**src/rtl/debug_pkg.sv**
```systemverilog
`default_nettype none
// ============================================================================
// Package : debug_pkg
// Brief   : shared encodings, frame geometry and checksum for the debug frame TX
// Rev     : 1.0 - initial release
// ============================================================================
package debug_pkg;

  localparam int         FRAME_BYTES       = 9;
  localparam int         NUM_PORTS         = 7;
  localparam logic [7:0] DEFAULT_SYNC_BYTE = 8'hA5;

  typedef enum logic [2:0] {
    ST_IDLE  = 3'd0,
    ST_START = 3'd1,
    ST_DATA  = 3'd2,
    ST_STOP  = 3'd3,
    ST_DONE  = 3'd4
  } state_t;

  function automatic logic [7:0] port_sum(input logic [NUM_PORTS*8-1:0] ports);
    logic [7:0] acc;
    acc = 8'h00;
    for (int i = 0; i < NUM_PORTS; i++) begin
      acc = acc + ports[i*8 +: 8];
    end
    return acc;
  endfunction

endpackage
`default_nettype wire

```
**src/rtl/uart_tx_byte.sv**
```systemverilog
`default_nettype none
// ============================================================================
// Module : uart_tx_byte
// Brief  : 8N1 byte serialiser (LSB first) with baud counter and load/ready handshake
// Rev    : 1.0 - initial release
// ============================================================================
module uart_tx_byte
  import debug_pkg::*;
#(
  parameter int CLKS_PER_BIT = 434
) (
  input  logic       clk,
  input  logic       nreset,
  input  logic       load,
  input  logic [7:0] byte_in,
  output logic       ready,
  output logic       byte_end,
  output logic       tx
);

  localparam logic [15:0] c_BIT_LAST = 16'(CLKS_PER_BIT - 1);

  state_t      r_state, w_state_nx;
  logic [15:0] r_cnt, w_cnt_nx;
  logic [2:0]  r_bit, w_bit_nx;
  logic [7:0]  r_shift, w_shift_nx;
  logic        r_tx, w_tx_nx;
  logic        w_bit_end;

  assign w_bit_end = (r_cnt == c_BIT_LAST);
  assign byte_end  = (r_state == ST_STOP) && w_bit_end;
  // Ready in the final stop-bit cycle so a queued byte follows with no idle gap.
  assign ready     = (r_state == ST_IDLE) || byte_end;
  assign tx        = r_tx;

  always_ff @(posedge clk or negedge nreset) begin
    if (!nreset) begin
      r_state <= ST_IDLE;
      r_cnt   <= '0;
      r_bit   <= '0;
      r_shift <= '0;
      r_tx    <= 1'b1;
    end else begin
      r_state <= w_state_nx;
      r_cnt   <= w_cnt_nx;
      r_bit   <= w_bit_nx;
      r_shift <= w_shift_nx;
      r_tx    <= w_tx_nx;
    end
  end

  always_comb begin
    w_state_nx = r_state;
    w_cnt_nx   = r_cnt + 16'd1;
    w_bit_nx   = r_bit;
    w_shift_nx = r_shift;
    w_tx_nx    = r_tx;
    if (load && ready) begin
      w_state_nx = ST_START;
      w_cnt_nx   = '0;
      w_bit_nx   = '0;
      w_shift_nx = byte_in;
      w_tx_nx    = 1'b0;
    end else if (r_state == ST_IDLE) begin
      w_cnt_nx = '0;
      w_tx_nx  = 1'b1;
    end else if (w_bit_end) begin
      w_cnt_nx = '0;
      case (r_state)
        ST_START: begin
          w_state_nx = ST_DATA;
          w_tx_nx    = r_shift[0];
        end
        ST_DATA: begin
          if (r_bit == 3'd7) begin
            w_state_nx = ST_STOP;
            w_tx_nx    = 1'b1;
          end else begin
            w_bit_nx   = r_bit + 3'd1;
            w_shift_nx = {1'b0, r_shift[7:1]};
            w_tx_nx    = r_shift[1];
          end
        end
        default: begin
          w_state_nx = ST_IDLE;
          w_tx_nx    = 1'b1;
        end
      endcase
    end
  end

endmodule
`default_nettype wire

```
**src/rtl/debug_frame_tx.sv**
```systemverilog
`default_nettype none
// ============================================================================
// Module : debug_frame_tx
// Brief  : snapshots seven CPU debug ports and sends them as one framed UART packet
// Rev    : 1.0 - initial release
// ============================================================================
module debug_frame_tx
  import debug_pkg::*;
#(
  parameter int         CLKS_PER_BIT = 434,
  parameter logic [7:0] SYNC_BYTE    = DEFAULT_SYNC_BYTE
) (
  input  logic       clk,
  input  logic       nreset,
  input  logic [7:0] debug_port1,
  input  logic [7:0] debug_port2,
  input  logic [7:0] debug_port3,
  input  logic [7:0] debug_port4,
  input  logic [7:0] debug_port5,
  input  logic [7:0] debug_port6,
  input  logic [7:0] debug_port7,
  input  logic       sample,
  output logic       uart_tx,
  output logic       busy,
  output logic       frame_done,
  output logic [7:0] drop_count
);

  state_t                 r_state, w_state_nx;
  logic [7:0]             r_snap [NUM_PORTS];
  logic [7:0]             r_chk;
  logic [3:0]             r_idx;
  logic [7:0]             r_drop;
  logic [NUM_PORTS*8-1:0] w_ports;
  logic                   w_accept;
  logic                   w_last_byte;
  logic                   w_load;
  logic                   w_ready;
  logic                   w_byte_end;
  logic [7:0]             w_byte;

  assign w_ports     = {debug_port7, debug_port6, debug_port5, debug_port4,
                        debug_port3, debug_port2, debug_port1};
  assign w_accept    = (r_state == ST_IDLE) && sample;
  assign w_last_byte = (r_idx == 4'(FRAME_BYTES - 1));
  assign w_load      = w_ready && (w_accept || (w_byte_end && !w_last_byte));

  // r_idx is the byte on the line, so the byte queued behind it is snap[r_idx] or the checksum.
  always_comb begin
    w_byte = r_chk;
    if (w_accept) begin
      w_byte = SYNC_BYTE;
    end else if (r_idx < 4'(NUM_PORTS)) begin
      w_byte = r_snap[r_idx[2:0]];
    end
  end

  // Bit-level START/DATA/STOP phases live in uart_tx_byte; ST_START here spans the whole frame.
  always_comb begin
    w_state_nx = r_state;
    case (r_state)
      ST_IDLE: if (sample) w_state_nx = ST_START;
      ST_DONE: w_state_nx = ST_IDLE;
      default: if (w_byte_end && w_last_byte) w_state_nx = ST_DONE;
    endcase
  end

  always_ff @(posedge clk or negedge nreset) begin
    if (!nreset) begin
      r_state <= ST_IDLE;
      r_chk   <= '0;
      r_idx   <= '0;
      r_drop  <= '0;
      for (int i = 0; i < NUM_PORTS; i++) begin
        r_snap[i] <= '0;
      end
    end else begin
      r_state <= w_state_nx;
      if (w_accept) begin
        for (int i = 0; i < NUM_PORTS; i++) begin
          r_snap[i] <= w_ports[i*8 +: 8];
        end
        r_chk <= port_sum(w_ports);
        r_idx <= '0;
      end else if (w_byte_end && !w_last_byte) begin
        r_idx <= r_idx + 4'd1;
      end
      if (sample && (r_state != ST_IDLE) && (r_drop != 8'hFF)) begin
        r_drop <= r_drop + 8'd1;
      end
    end
  end

  uart_tx_byte #(
    .CLKS_PER_BIT(CLKS_PER_BIT)
  ) u_uart_tx_byte (
    .clk      (clk),
    .nreset   (nreset),
    .load     (w_load),
    .byte_in  (w_byte),
    .ready    (w_ready),
    .byte_end (w_byte_end),
    .tx       (uart_tx)
  );

  assign busy       = (r_state == ST_START);
  assign frame_done = (r_state == ST_DONE);
  assign drop_count = r_drop;

endmodule
`default_nettype wire

```
**config.mk**
```make
export PLATFORM = sky130hd
export DESIGN_NAME = debug_frame_tx
export DESIGN_NICKNAME = d
export VERILOG_FILES = /design/src/rtl/debug_pkg.sv /design/src/rtl/uart_tx_byte.sv /design/src/rtl/debug_frame_tx.sv
export SDC_FILE = /design/constraint.sdc
export NUM_CORES = 1
export LEC_CHECK = 0
export ABC_CLOCK_PERIOD_IN_PS = 4600
export BUFFER_PORTS_ARGS = -buffer_cell sky130_fd_sc_hd__buf_2
export CORE_ASPECT_RATIO = 2
export CORE_MARGIN = 3
export CORE_UTILIZATION = 50
export DETAILED_ROUTE_END_ITERATION = 10
export PLACE_DENSITY = 0.72
export SETUP_SLACK_MARGIN = 0.2
export SLEW_MARGIN = 10
export SYNTH_ARGS = -nofsm -noshare
export SYNTH_HDL_FRONTEND = slang
export SYNTH_SLANG_ARGS = --single-unit
export TNS_END_PERCENT = 10
```
**constraint.sdc**
```tcl
create_clock -name clk -period 4.6 [get_ports clk]
set_input_delay 0.23 -clock clk [delete_from_list [all_inputs] [get_ports clk]]
set_output_delay 0.23 -clock clk [all_outputs]
set_load 0.005 [all_outputs]
```
==> results of run 1 <==
-- power by group through the flow --
| stage | clock [mW] | combinational (mW) | sequential [mW] |
|---|---|---|---|
| after CTS | 0.746 | 0.762 | 1.01 |
| final | 0.732 | 0.750 | 1.01 |
| after floorplan | 0 | 0.532 | 1.03 |
| after detailed placement | 0 | 0.750 | 1.03 |
| after global routing | 0.779 | 0.863 | 1.02 |
| after global placement | 0 | 0.734 | 1.03 |
-- worst max-delay path, stage by stage --
cell and delay, ps:
buf_2 110, fa_1 540, inv_1 90, fa_1 470, fa_1 540, inv_1 60
fa_1 500, fa_1 490, a211oi_1 280, o21bai_1 110, a21oi_1 190, xnor2_1 130
o21ai_0 80
-- per-stage QoR --
step | std cells | util | setup WS [ps] | instance area [um^2] | total power, mW
after floorplan | 668 | - | 905.9 | 6336 | 1.559
after global placement | 858 | 0.5497 | 622.5 | 6743 | 1.761
after detailed placement | 858 | 0.5497 | 588.6 | 6743 | 1.779
after CTS | 873 | 0.5722 | 950.5 | 7019 | 2.520
after global routing | 873 | 0.5722 | 732.0 | 7019 | 2.661
final | 873 | 0.5722 | 952.9 | 7019 | 2.493
-- logic make-up after synthesis --
logic type / after synthesis
xor gates and xnor gates: 38
adders and majority gates: 52
buffers and inverters: 84
muxes: 26
and+or+nand+nor: 270
DFF: 108
AOI/OAI and AO/OA: 90
-- final cells by class --
| class | count | area share |
|---|---|---|
| repair buffers | 73 | 0.05383 |
| flip-flops and latches | 108 | 0.3852 |
| clock buffers | 9 | 0.03209 |
| multi-input cells | 476 | 0.4665 |
| well taps | 147 | 0.02620 |
| clock inverters | 6 | 0.007308 |
| inverters | 54 | 0.02888 |
-- how the worst min path moves through the flow --
stage	start	to	slack (ps)	cells after the start
after detailed placement	debug_port2[7]	r_snap[47]	450	3
after floorplan	nreset	drop_count[0]	-70	0
after CTS	debug_port3[2]	r_snap[34]	90	3
final	nreset	r_snap[49]	50	1
after global placement	debug_port3[6]	r_snap[38]	450	3
after global routing	debug_port3[7]	r_snap[39]	110	3
-- routing by layer --
layer,track usage,vias up
li1,-,2282
met1,0.2323,2303
met4,0.1261,0
met3,0.02830,36
met2,0.4228,117
met5,0,-
-- flip-flops by register name (all words and copies together), names as in the netlist --
name,flops
r_idx,4
r_state,2
drop_count,8
u_uart_tx_byte.r_bit,3
u_uart_tx_byte.r_shift,8
u_uart_tx_byte.tx,1
r_snap,56
r_chk,8
u_uart_tx_byte.r_state,2
u_uart_tx_byte.r_cnt,16
-- layout by cell type, fill, tap and decap left out, types with 2 or more instances in the layout --
cell type,synthesis,final
fa_1,32,32
o21ai_2,3,3
inv_1,54,54
clkbuf_16,0,9
xnor2_1,26,26
mux2_2,2,2
nand3_1,13,13
a22o_1,3,3
ha_1,20,20
clkinv_4,0,2
buf_2,6,68
o21bai_1,2,2
mux2i_1,23,23
nor2b_1,4,4
o21ai_0,33,33
and3_1,6,6
nor2_1,37,37
nand4_1,7,7
o211ai_1,9,9
a22oi_1,7,7
nand2_1,172,171
nand2b_1,2,2
o22ai_1,3,3
or2_1,2,2
nand3b_1,7,7
clkinvlp_4,0,3
and4_1,4,4
a21oi_1,17,17
dfrtp_1,107,107
nor3_1,6,6
buf_4,2,5
xor2_1,12,12
a21o_1,2,2
o21ai_1,4,4
==> results by group, run 1 <==
Cells and area
  • Fillers: 1081
  • Share of layout cells above drive strength 1: 0.1474
  • Storage element area: 0.002704 mm^2
  • Antenna Cells: 0
  • Nets: 833
  • Layout Area Growth over Synthesis: 10.78%
  • Area of the multi-input gates: 0.003274 mm^2

Worst hold path
  • Type of the most critical hold path: input pin to asynchronous set/reset pin

Timing
  • Clock skew: 10.59 ps
  • RSZ-0062 raised after global routing: false
  • Fin crit share: 0.7928
  • Max-slew headroom: 0.2973
  • FMAX: 274.2 MHz
  • Slew Limit Fails: 0
  • Final setup vio count: 0
  • Tmin final: 3647 ps
  • Worst Hold Slack: 54.61 ps
  • Setup_tns: 0 ps
  • Worst slew pin tran: 1054 ps
  • Fin. Hold Viols: 0

Worst setup path
  • Worst-case reg-to-reg path depth: 6
  • Critical Path Sink: r_chk[7]
  • FF-to-FF Start: r_idx[0]
  • Critical Path RT: 4790 ps
  • Internal reg-to-reg setup slack: 2070 ps
  • Critical path startpoint: debug_port4[2]
  • Crit Path Class: input pin to flop
  • Critical R2R Capture: u_uart_tx_byte.r_shift[6]
  • WP data arrival: 3840 ps
  • CP endpoint kind: flop
  • CP startpoint kind: input pin
  • Crit-path max FO: 3

Power
  • P_sw: 0.7985 mW
  • Internal power: 1.695 mW
  • Clk network pwr share: 0.294
  • Sequential power share: 0.406
  • PD cells: 355.2 mW/mm^2
  • Combinational Power Share: 0.301
  • Leakage: 3.597 nW
  • Net Sw Frac: 0.3202
  • Peak supply drop: 0.0003263 V

Global route
  • Largest net degree at the start of global routing: 83
  • Overflow after GRT: 0
  • All-layer global routing usage: 0.2237
  • Vias in the first global route: 5117
  • Global-route wire length before repair: 24.36 mm
  • Initial antenna violation count: 0

Yosys
  • Mapped cell area: 0.006336 mm^2
  • Post-synth EDFFs: 0
  • Register area share after synthesis: 0.4267
  • Syn Nets: 779
  • Post-synthesis cell type count: 53
  • Post-Synth XOR/XNOR Area: 0.05253
  • Mux contribution to synthesized area: 0.04344
  • Count leader, synth: nand2_1
  • Compound-Gate Fraction of Synth Area: 0.08926
  • Synth Area per Inst: 9.485 um^2
  • Synth top area cells: dfrtp_1 (42%), nand2_1 (10%), fa_1 (10%)
  • Commonest cells in the netlist: nand2_1 (172), dfrtp_1 (107), inv_1 (54)
  • Fraction of registers with async set/reset: 1.000
  • Register bit total from synthesis: 108
  • Synth Area in Adders: 0.1406
  • Dominant cell type by area after synthesis: dfrtp_1
  • Combinational family with the most area after synthesis: simple AND/OR/NAND/NOR gates
  • Ys Warns: 0
  • Post-synthesis cell count: 668
  • Top_reg_cell synth: dfrtp_1
  • Yosys top cell area share: 0.4226
  • Simple-gate portion of the synthesized area: 0.1906

Routing
  • Via density: 5.427
  • Detailed Routing Iterations Pass 1: 5
  • DRT Wirelength: 14.65 mm
  • DR iter-0 viols: 265
  • Routed vias: 4738
  • Met2 routed WL: 8.299 mm
  • ANT nets after route: 0
  • DR WL/cell: 16.79 um
  • Met3 WL post-DR: 435 um
  • Met1 WL: 5.167 mm
  • Max Used Layer: met4
  • DRC viols: 0

Floorplan
  • Die Wd: 85.60 um
  • Die height: 165.2 um
  • Core area: 0.01227 mm^2
  • # rows: 57
  • Top Ports: 70
  • Die area: 0.01414 mm^2
  • Initial Utilization: 0.5165

CTS
  • Clk_lat worst skew: 350 ps
  • CTS HTree Levels: 3
  • Clock sinks: 108
  • Post-CTS setup buffers: 0
  • # hold bufs at CTS: 0
  • Clock Path Buffers: 2
  • Clock Pin Slew Worst Setup and Hold Paths: 80 ps
  • Post-CTS resize count: 0
  • CTS tree: yes
  • CTS buffer count: 9
  • CTS Root Buffer Type: clkbuf_16

Flow run
  • MaxCap Viol Count: 0

Placed design
  • DP HPWL: 11.06 mm
  • Buffers on Ports: 69
  • Final GP Congestion: 0.8801

Status
  • Status: finished, final reports clean
No activity file was read; power rests on OpenSTA's default activity.
==> run 2: changes to the inputs <==
ABC_CLOCK_PERIOD_IN_PS = 3150   (was 4600)
PLACE_DENSITY = 0.74   (was 0.72)
clock period = 3.15 ns   (was 4.6 ns; I/O delays follow)
==> results by group, run 2 (synthesized netlist as in run 1, its figures left out) <==
Status
  • Status: finished, violations left
  • Failing checks: negative setup slack

Cells and area
  • Most flops, register: r_snap
  • Share of layout cells above drive strength 1: 0.1851
  • Most common cell after layout, fill and taps aside: nand2_1
  • Nets: 857
  • Layout Area Growth over Synthesis: 15.48%
  • Antenna Cells: 0
  • Util after Layout: 0.5965
  • Final Instance Area: 0.007317 mm^2
  • Fillers: 1056
  • Most frequent cells in the layout: nand2_1 (171), dfrtp_1 (107), buf_2 (66), inv_1 (53), nor2_1 (37)
  • Biggest regs: r_snap: 56 flops, u_uart_tx_byte.r_cnt: 16 flops
  • Largest register FFs: 56
  • Finished Layout Cells: 898

Timing
  • Fin. Hold Viols: 0
  • Setup_tns: -229.2 ps
  • Max-slew headroom: 0.5327
  • Final worst slack: -132.8 ps
  • Tmin final: 3283 ps
  • RSZ-0062 raised after global routing: true
  • Slew Limit Fails: 0
  • Fin crit share: 1.042
  • Clock skew: 13.57 ps
  • FMAX: 304.6 MHz
  • Worst slew pin tran: 701.0 ps
  • Final setup vio count: 3

Global route
  • All-layer global routing usage: 0.2380
  • Vias in the first global route: 5238
  • Global-route wire length before repair: 25.84 mm
  • Overflow after GRT: 0
  • Initial antenna violation count: 0
  • Largest net degree at the start of global routing: 58

Routing
  • DR iter-0 viols: 270
  • DRC viols: 0
  • Met1 WL: 5.407 mm
  • DRT Wirelength: 15.62 mm
  • Met3 WL post-DR: 480 um
  • Met2 routed WL: 9.074 mm
  • ANT nets after route: 0
  • Via density: 5.360
  • DR WL/cell: 17.39 um
  • Max Used Layer: met4
  • Detailed Routing Iterations Pass 1: 5
  • Routed vias: 4813

CTS
  • CTS HTree Levels: 3
  • Clk_lat worst skew: 360 ps
  • CTS Root Buffer Type: clkbuf_16
  • Clock sinks: 108
  • CTS buffer count: 9
  • Clock Pin Slew Worst Setup and Hold Paths: 80 ps
  • Clock Path Buffers: 2
  • CTS tree: yes

Worst setup path
  • Crit Path Class: input pin to flop
  • Critical Path RT: 3370 ps
  • CP startpoint kind: input pin
  • Worst-case reg-to-reg path depth: 8
  • Crit-path max FO: 2
  • CP endpoint kind: flop
  • WP data arrival: 3500 ps

Worst hold path
  • Type of the most critical hold path: input pin to flop
  • WHS Path Cells: 3

Placed design
  • DP Area: 0.006932 mm^2
  • Buffers on Ports: 69
  • DP HPWL: 12.10 mm
  • Dpl cells: 878
  • Final GP Congestion: 0.8837

Power
  • Leakage: 3.745 nW
  • PD cells: 553.9 mW/mm^2
  • Peak supply drop: 0.0004025 V

Floorplan
  • Core area: 0.01227 mm^2
  • Die Wd: 85.60 um
  • Die height: 165.2 um
  • Top Ports: 70
  • Die area: 0.01414 mm^2
  • # rows: 57
  • Initial Utilization: 0.5165

Flow run
  • MaxCap Viol Count: 0
run 2: changes by cell type in the layout (fill, tap and decap cells not counted), moves of 3 or more:
cell and delta:
buf_4 +21, o21ai_1 +3, clkinvlp_4 -3, ha_1 -3
o21ai_0 -3
run 2: cell type report:
cell class	count	area, um^2	share of cell area
Multi-Input combinational cell	476	3321	0.4538
Sequential cell	108	2704	0.3695
Timing Repair Buffer	97	588.1	0.08037
Clock buffer	9	225.2	0.03078
Inverter	54	202.7	0.02770
Tap cell	147	183.9	0.02514
Clock inverter	7	92.59	0.01265
run 2: power breakdown:
group	internal, mW	total [mW]	switching (mW)
sequential	1.43	1.47	0.0460
clock	0.638	1.20	0.562
combinational	0.714	1.38	0.664
total	2.78	4.05	1.27
run 2: worst max-delay path, cell delays in order:
cell      delay, ps
buf_2            80
inv_1            50
fa_1            600
fa_1            460
fa_1            500
inv_1            50
ha_1            300
ha_2            200
fa_2            410
a211oi_2        230
o21bai_1         90
a21oi_1         160
xnor2_1         140
o21ai_1          70
run 2: timing repair:
| item | 4_1_cts | 5_1_grt |
|---|---|---|
| hold buffers | 2 | 0 |
| resized for setup | 4 | 5 |
| hold endpoints to repair | 53 | 0 |
| pin swaps | 7 | 3 |
| setup buffers | 1 | 1 |
| setup endpoints to repair | 4 | 5 |
run 2: metal layers:
layer,vias to the layer above,global-route usage
met5,-,0
met4,0,0.1073
met3,33,0.03674
met2,110,0.4572
met1,2343,0.2482
li1,2327,-
run 2: worst paths after layout:
| path | end | start | slack [ps] |
|---|---|---|---|
| setup / recovery | r_chk[7] | debug_port3[1] | -130 |
| hold / removal | r_snap[23] | debug_port5[7] | 10 |
| setup reg to reg | u_uart_tx_byte.r_shift[2] | r_idx[1] | 830 |
| hold reg to reg | r_snap[44] | r_snap[44] | 480 |
| max in group asynchronous | u_uart_tx_byte.tx | nreset | 1960 |
| min in group asynchronous | r_snap[42] | nreset | 390 |
run 2: per-stage QoR:
stage	setup WS (ps)	power [mW]	hold WS [ps]
2_1_floorplan	-247.7	2.346	-138.1
3_3_place_gp	-544.5	2.764	237.3
3_5_place_dp	-618.3	2.805	248.1
4_1_cts	-164.3	4.015	9.817
5_1_grt	-255.7	4.315	11.67
6_report	-132.8	4.053	14.00
==> run 3: changes to the inputs <==
PLACE_DENSITY = 0.72   (was 0.74)
==> results by group, run 3 (synthesized netlist as in run 1, its figures left out) <==
Status
  • Status: finished, violations left
  • Failing checks: negative setup slack

Cells and area
  • Storage element area: 0.002704 mm^2
  • Share of layout cells above drive strength 1: 0.1818
  • Nets: 854
  • Layout Area Growth over Synthesis: 14.89%
  • Antenna Cells: 0
  • Most frequent cells in the layout: nand2_1 (171), dfrtp_1 (107), buf_2 (67), inv_1 (52), nor2_1 (37)
  • Final Instance Area: 0.007279 mm^2
  • Fillers: 1090
  • Util after Layout: 0.5934
  • Area of the multi-input gates: 0.003309 mm^2
  • Most flops, register: r_snap
  • Largest register FFs: 56
  • Biggest regs: r_snap: 56 flops, u_uart_tx_byte.r_cnt: 16 flops
  • Finished Layout Cells: 895
  • Most common cell after layout, fill and taps aside: nand2_1

Routing
  • DR WL/cell: 16.89 um
  • Detailed Routing Iterations Pass 1: 5
  • DRC viols: 0
  • ANT nets after route: 0
  • Via density: 5.421
  • DRT Wirelength: 15.12 mm
  • Routed vias: 4852
  • DR iter-0 viols: 214

Global route
  • Overflow after GRT: 0
  • Global-route wire length before repair: 24.83 mm
  • All-layer global routing usage: 0.2300
  • Vias in the first global route: 5142
  • Largest net degree at the start of global routing: 90
  • Initial antenna violation count: 0

Floorplan
  • Top Ports: 70
  • Core area: 0.01227 mm^2
  • Die Wd: 85.60 um
  • Die height: 165.2 um
  • Die area: 0.01414 mm^2
  • # rows: 57
  • Initial Utilization: 0.5165

Timing
  • Worst slew pin tran: 803.2 ps
  • Max-slew headroom: 0.4645
  • Worst Hold Slack: 19.46 ps
  • Fin crit share: 1.024
  • Slew Limit Fails: 0
  • Clock skew: 9.834 ps
  • Tmin final: 3226 ps
  • Fin. Hold Viols: 0
  • RSZ-0062 raised after global routing: true
  • Final setup vio count: 3
  • FMAX: 309.9 MHz
  • Final worst slack: -76.49 ps

CTS
  • CTS buffer count: 9
  • Clk_lat worst skew: 360 ps
  • CTS tree: yes
  • CTS Root Buffer Type: clkbuf_16
  • Clock sinks: 108
  • Clock Pin Slew Worst Setup and Hold Paths: 80 ps
  • CTS HTree Levels: 3
  • Clock Path Buffers: 2

Placed design
  • Buffers on Ports: 69
  • Final GP Congestion: 0.9210
  • Dpl cells: 875
  • DP Area: 0.006897 mm^2
  • DP HPWL: 11.61 mm

Power
  • Leakage: 3.732 nW
  • Final Total Pwr: 4.061 mW
  • PD cells: 557.9 mW/mm^2
  • Peak supply drop: 0.0004090 V

Worst hold path
  • Worst Hold Launch: debug_port3[7]
  • WHS Path Cells: 3
  • WHS Endpoint: r_snap[39]
  • Type of the most critical hold path: input pin to flop

Worst setup path
  • Internal reg-to-reg setup slack: 660 ps
  • Crit-path max FO: 2
  • CP startpoint kind: input pin
  • WP data arrival: 3450 ps
  • Crit Path Class: input pin to flop
  • CP endpoint kind: flop
  • FF-to-FF Start: u_uart_tx_byte.r_cnt[9]
  • Worst-case reg-to-reg path depth: 5
  • Critical R2R Capture: u_uart_tx_byte.r_bit[0]
  • Critical Path RT: 3380 ps
  • Critical path startpoint: debug_port1[2]

Flow run
  • MaxCap Viol Count: 0
==> run 3: changes by cell type in the layout (fill, tap and decap cells not counted), sizes merged <==
cell,before,now
buf,95,92
clkinv,3,0
inv,57,60
==> run 3: layer usage <==
layer	up-vias	track usage	share of wire
met2	112	0.4441	0.57
li1	2322	-	-
met1	2380	0.2342	0.35
met4	0	0.1189	0.051
met5	-	0	0
met3	38	0.03029	0.033
==> run 3: cell type report <==
| cell class | count | share of cell area |
|---|---|---|
| clock inverters | 7 | 0.01203 |
| well taps | 147 | 0.02527 |
| multi-input cells | 476 | 0.4546 |
| flip-flops and latches | 108 | 0.3714 |
| repair buffers | 94 | 0.07786 |
| clock buffers | 9 | 0.03094 |
| inverters | 54 | 0.02784 |
==> run 3: critical path, cell delays in order <==
cell	delay (ps)
buf_6	100
fa_1	540
inv_2	60
fa_1	490
fa_1	500
inv_1	60
fa_1	490
ha_1	290
a21o_1	160
a21oi_2	140
o21bai_1	80
a21oi_1	160
xor2_1	160
o21ai_1	70
==> run 3: worst max path at each step <==
stage	cells after the start	slack (ps)	end
floorplan	12	-250	r_chk[7]
global placement	13	-470	r_chk[7]
detailed placement	14	-560	r_chk[6]
CTS	14	-110	r_chk[6]
global route	14	-230	r_chk[6]
finish	14	-80	r_chk[6]
==> run 3: repair_timing <==
item / CTS / global route
buffers inserted: 1 / 0
gates resized for setup: 3 / 4
hold buffers: 1 / 1
endpoints found under the hold margin: 1 / 42
endpoints found under the setup margin: 5 / 5
pin swaps: 6 / 5
gates cloned: 0 / 0
==> run 3: report_power, final <==
part	switching, mW	total (mW)	leakage (nW)	internal [mW]
registers	0.0456	1.47	1.47	1.43
logic	0.665	1.39	2.11	0.727
clock network	0.555	1.19	0.155	0.640
total	1.27	4.06	3.73	2.80
==> run 3: through the flow <==
step                      setup slack (ps)  setup TNS [ps]
after detailed placement            -561.5           -2264
after floorplan                     -247.7          -509.8
after global placement              -472.8           -1899
after CTS                           -105.4          -229.9
after global routing                -226.2          -710.3
final                               -76.49          -175.2
